--- src/rtl/muldiv_pkg.sv ---
// Shared types and default sizes for the iterative multiply/divide unit.
package muldiv_pkg;

    typedef enum logic [1:0] {
        OP_MULLO = 2'd0,
        OP_MULHI = 2'd1,
        OP_DIVU  = 2'd2,
        OP_REMU  = 2'd3
    } op_t;

    typedef enum logic [1:0] {
        S_IDLE = 2'd0,
        S_RUN  = 2'd1,
        S_DONE = 2'd2
    } state_t;

    localparam int DEF_WIDTH    = 32;
    localparam int DEF_SEL_BITS = 5;

endpackage

--- src/rtl/muldiv_unit.sv ---
// Iterative unsigned multiply/divide unit: one result bit per clock, single op in flight,
// one-cycle write-back pulse to the register file.
module muldiv_unit
    import muldiv_pkg::*;
#(
    parameter int WIDTH    = DEF_WIDTH,
    parameter int SEL_BITS = DEF_SEL_BITS
) (
    input  logic                clk,
    input  logic                reset,
    input  logic                start,
    input  logic [1:0]          op,
    input  logic [WIDTH-1:0]    opa,
    input  logic [WIDTH-1:0]    opb,
    input  logic [SEL_BITS-1:0] dest,
    output logic                busy,
    output logic [WIDTH-1:0]    result,
    output logic [SEL_BITS-1:0] result_sel,
    output logic                result_we
);

    localparam int CNT_BITS = $clog2(WIDTH) + 1;
    localparam logic [CNT_BITS-1:0] LAST = CNT_BITS'(WIDTH);

    state_t              state, state_nxt;
    op_t                 op_q;
    logic [SEL_BITS-1:0] dest_q;
    logic [CNT_BITS-1:0] cnt;
    logic [WIDTH-1:0]    hi, lo, opnd;

    logic                is_div, iter_done;
    logic [WIDTH:0]      shifted, add_a, add_b;
    logic [WIDTH+1:0]    sum;

    // {hi, lo} is the product register for MUL; for DIV hi is the partial remainder
    // and lo shifts the dividend out of its MSB while the quotient enters at its LSB.
    assign is_div    = (op_q == OP_DIVU) || (op_q == OP_REMU);
    assign iter_done = (cnt == LAST);
    assign shifted   = {hi, lo[WIDTH-1]};

    // One shared adder: MUL adds the multiplicand, DIV adds ~divisor + 1.
    assign add_a = is_div ? shifted : {1'b0, hi};
    assign add_b = is_div ? ~{1'b0, opnd} : {1'b0, (lo[0] ? opnd : {WIDTH{1'b0}})};
    assign sum   = {1'b0, add_a} + {1'b0, add_b} + (WIDTH+2)'(is_div);

    always_ff @(posedge clk or posedge reset) begin
        if (reset) state <= S_IDLE;
        else       state <= state_nxt;
    end

    always_comb begin
        // NOTE: default first so every path assigns state_nxt and no latch is inferred.
        state_nxt = state;
        case (state)
            S_IDLE:  if (start) state_nxt = S_RUN;
            S_RUN:   if (iter_done) state_nxt = S_DONE;
            S_DONE:  state_nxt = S_IDLE;
            default: state_nxt = S_IDLE;
        endcase
    end

    // NOTE: the whole datapath is async-reset so outputs drop to zero the instant reset rises.
    always_ff @(posedge clk or posedge reset) begin
        if (reset) begin
            op_q       <= OP_MULLO;
            dest_q     <= '0;
            cnt        <= '0;
            hi         <= '0;
            lo         <= '0;
            opnd       <= '0;
            result     <= '0;
            result_sel <= '0;
        end else begin
            case (state)
                S_IDLE: begin
                    if (start) begin
                        op_q   <= op_t'(op);
                        dest_q <= dest;
                        cnt    <= '0;
                        hi     <= '0;
                        lo     <= opa;
                        opnd   <= opb;
                    end
                end
                S_RUN: begin
                    if (!iter_done) begin
                        cnt <= cnt + 1'b1;
                        if (is_div) begin
                            // sum[WIDTH+1] is the no-borrow flag: remainder stayed non-negative.
                            hi <= sum[WIDTH+1] ? sum[WIDTH-1:0] : shifted[WIDTH-1:0];
                            lo <= {lo[WIDTH-2:0], sum[WIDTH+1]};
                        end else begin
                            hi <= sum[WIDTH:1];
                            lo <= {sum[0], lo[WIDTH-1:1]};
                        end
                    end else begin
                        result     <= ((op_q == OP_MULLO) || (op_q == OP_DIVU)) ? lo : hi;
                        result_sel <= dest_q;
                    end
                end
                default: ;
            endcase
        end
    end

    assign busy      = (state != S_IDLE);
    assign result_we = (state == S_DONE);

endmodule
--- config.mk ---
export PLATFORM = sky130hd
export DESIGN_NAME = muldiv_unit
export DESIGN_NICKNAME = d
export VERILOG_FILES = /design/src/rtl/muldiv_pkg.sv /design/src/rtl/muldiv_unit.sv
export SDC_FILE = /design/constraint.sdc
export NUM_CORES = 1
export LEC_CHECK = 0
export CAP_MARGIN = 10
export CORE_AREA = 2 2 153 268
export CTS_CLUSTER_SIZE = 25
export DETAILED_ROUTE_END_ITERATION = 16
export DIE_AREA = 0 0 155 270
export GPL_ROUTABILITY_DRIVEN = 0
export PLACE_DENSITY = 0.5
export SYNTH_ARGS = -nofsm -noshare
export SYNTH_HDL_FRONTEND = slang
export SYNTH_SLANG_ARGS = --single-unit
--- constraint.sdc ---
create_clock -name clk -period 5.5 [get_ports clk]
set_input_delay 1.1 -clock clk [delete_from_list [all_inputs] [get_ports clk]]
set_output_delay 1.1 -clock clk [all_outputs]
set_load 0.01 [all_outputs]
==> impl_results.md <==
- Status: finished, final reports clean
- Area of the multi-input gates: ~5700 sq um
- Worst Path Arrival: 4.50 ns
- Crit. End Element: register
- Req. time, crit path: ~5.8 ns
- Slew Limit Fails: 0
- Synth Cell Area: a little under 10000 sq um
- Yosys top cell by area: dfrtp_1
- Fin crit period: roughly 4.2 ns
- Post-DRT Antenna Nets: 0
- Crit path max fanout: 52
- Ys async rst share: 100.0%
- Post-synth EDFFs: 0
- Final period utilization: 75.98%
- Vias: roughly 8400
- Vias in the first global route: between 8000 and 9000
- Post-synth top area share: between 30% and 40%
- Slew headroom: 29.61%
- Post-CTS setup buffer count: 0
- Crit Reg-Reg Startpoint: op_q[1]
- Drt pass-1 iters: 8
- Total Routing Usage GR: 14.94%
- GRT overflow: 0
- Max-cap viol count: 0
- Worst Setup EP: hi[30]
- Nets: 1272
- Final WL: 30800 um
- CTS resizes: 0
- Die Ht: 270 um
- Worst-margin pin slew: 1.056 ns
- WL/cell: 18.44 um
- Setup Total Neg Slack: 0 ns
- Num rows: 97
- Top cells by area, synth: dfrtp_1 38%, nand2_1 7.4%, mux2i_1 7.2%
- Clock transition at path regs: about 0.06 ns
- Cell Area, Placed: 11370 sq um
- Fin worst setup slack: 1.321 ns
- Crit Path Class: register to register
- Clk_lat worst skew: 0.45 ns
- Syn. warnings: 0
- CTS H-tree lvls: 4
- Final Hold Fails: 0
- Clk sinks: 148
- Ant. Diodes: 0
- Worst Setup SP: op_q[1]
- Post-synthesis sequential area ratio: a little under two fifths
- Global-route wire length before repair: just under 50000 um
- RSZ-0062 raised after global routing: no
- Filler cells: 4145
- Hold_buf cts: 0
- Io pins: 113
- Port bufs: 112
- Root Buffer: clkbuf_16
- Flops & latches, synth: 148
- Ys flop type: dfrtp_1
- DPL Wire Length: approximately 22000 um
- Fin util: 30.07%
- Reg2reg setup slack: between 1 and 1.5 ns
- Die span in x: 155 um
- Fin area: 11930 sq um
- Placeable Area: ~40000 sq um
- P&R area growth vs syn: 21.43%
- Post-Syn Area per Cell: 8.992 sq um
- Count of different cell masters after synthesis: 74
- Largest net degree at the start of global routing: between 70 and 80
- Initial drt markers: between 300 and 400
- Deepest clock path buffer count: 2
- CTS Buf Count: 17
- Total die area: 41850 sq um
- Via density per instance: 5.055
- Final Setup Violations: 0
- Startpoint types: register
- Reg2reg end: hi[30]
- Syn_nets: 1203
- DP Worst Slack: 1.216 ns
- Min-delay worst type: register to register
- Post-Synthesis Cells: 1093
- Flip-flop and latch area: 3709 sq um
- Maximum clock rate: between 200 and 250 MHz
- CTS tree: built
- Residual DRC count: 0
- Initial antenna violation count: 0
- Final Skew: 0.01198 ns
- R2R depth: 11
- Initial Utilization: 24.76%
- Share of cells above drive strength 1: between 9 and 10%
-- placed cells by master, fill, tap and decap left out, types with 5 or more instances in the layout --
cell,count
o21bai_1,5
a21o_1,12
a211oi_1,8
o221ai_1,6
ha_1,34
a32o_1,7
o211ai_2,9
dfrtp_1,146
nand2b_1,5
xor2_1,17
nand4_1,7
nor2b_1,6
and2_1,5
o21ai_1,6
clkbuf_16,17
o31ai_1,5
a31oi_1,8
clkdlybuf4s50_1,112
a21oi_1,77
nand3_1,11
mux2_2,33
inv_1,20
nand2_1,192
xnor2_1,9
o211a_1,5
nor2_1,87
buf_4,15
mux2i_1,71
o21ai_0,59
o21a_1,9
a22o_1,10
a221o_1,31
and3_1,7
o211ai_1,40
-- worst max-delay path: stages, from the launching register on --
cell and delay, ns:
dfrtp_4 0.43, buf_4 0.59, mux2_2 0.41, ha_1 0.40
a211oi_1 0.36, o21bai_1 0.21, a211oi_1 0.26, o21bai_1 0.20
a2111oi_0 0.72, a2111oi_2 0.10, o221ai_1 0.22, o22ai_1 0.11
-- synth_stat cells (all sizes together) (3+ instances only) --
cell and number:
a2111oi 4, a21o 12, a21boi 3, or2 4, mux2 34, and3 7
inv 21, o22ai 4, nor2 88, xor2 17, a32o 7, a21oi 79
a211oi 9, a22o 11, o211a 5, o31ai 5, and2 6, nand2b 5
nand3 12, a31oi 8, nand4 8, a221o 31, a211o 3, clkbuf 51
nand2 194, o21a 10, buf 26, mux2i 71, dfrtp 148, nor3 3
xnor2 9, or3 4, o211ai 49, o21bai 5, ha 34, o221ai 6
o21ai 67, nor2b 8
-- worst min-delay path by stage --
stage | start | to | slack (ns) | cells after the start
global placement | dest_q[3] | dest_q[3] | 0.45 | 2
finish | dest_q[2] | dest_q[2] | 0.47 | 2
detailed placement | dest_q[2] | dest_q[2] | 0.46 | 2
floorplan | dest_q[0] | dest_q[0] | 0.44 | 2
CTS | dest_q[2] | dest_q[2] | 0.47 | 2
global route | dest_q[2] | dest_q[2] | 0.49 | 2
-- kinds of logic after synthesis --
kind of cell    synth area share, %
buf+inv                       4.341
compound gates                24.57
xor+xnor                      2.317
mux                           11.13
flops                         37.68
simple gates                  15.23
fa+ha+maj                     4.736
-- cell type report --
cell class                 count  area share [%]
multi-input combinational    846           47.95
sequential                   148           31.08
timing repair buffer         127           10.34
tap                          495           5.190
clock buffer                  21           3.858
clock inverter                11          0.8597
inverter                      22          0.7339
-- sequential cells by signal (all words and copies together) (netlist names) --
register    cells
op_q            2
dest_q          5
result         32
result_sel      5
cnt             6
opnd           32
lo             32
hi             32
state           2
-- metal layers --
| metal | part of all wire, % | GRT usage [%] | vias up |
|---|---|---|---|
| li1 | - | - | 4117 |
| met5 | 0 | 0 | - |
| met1 | 40 | 17.06 | 4124 |
| met4 | 3.3 | 6.603 | 0 |
| met2 | 53 | 27.15 | 146 |
| met3 | 3.0 | 2.311 | 55 |
-- through the flow --
step / cells / hold slack, ns
finish: 1670 / 0.4682
global route: 1670 / 0.4940
CTS: 1670 / 0.4737
detailed placement: 1638 / 0.4572
global placement: 1638 / 0.4526
floorplan: 1093 / 0.4401
Power is not shown: default switching activity piles up to over one toggle a cycle in this logic, so the estimate is an artifact.
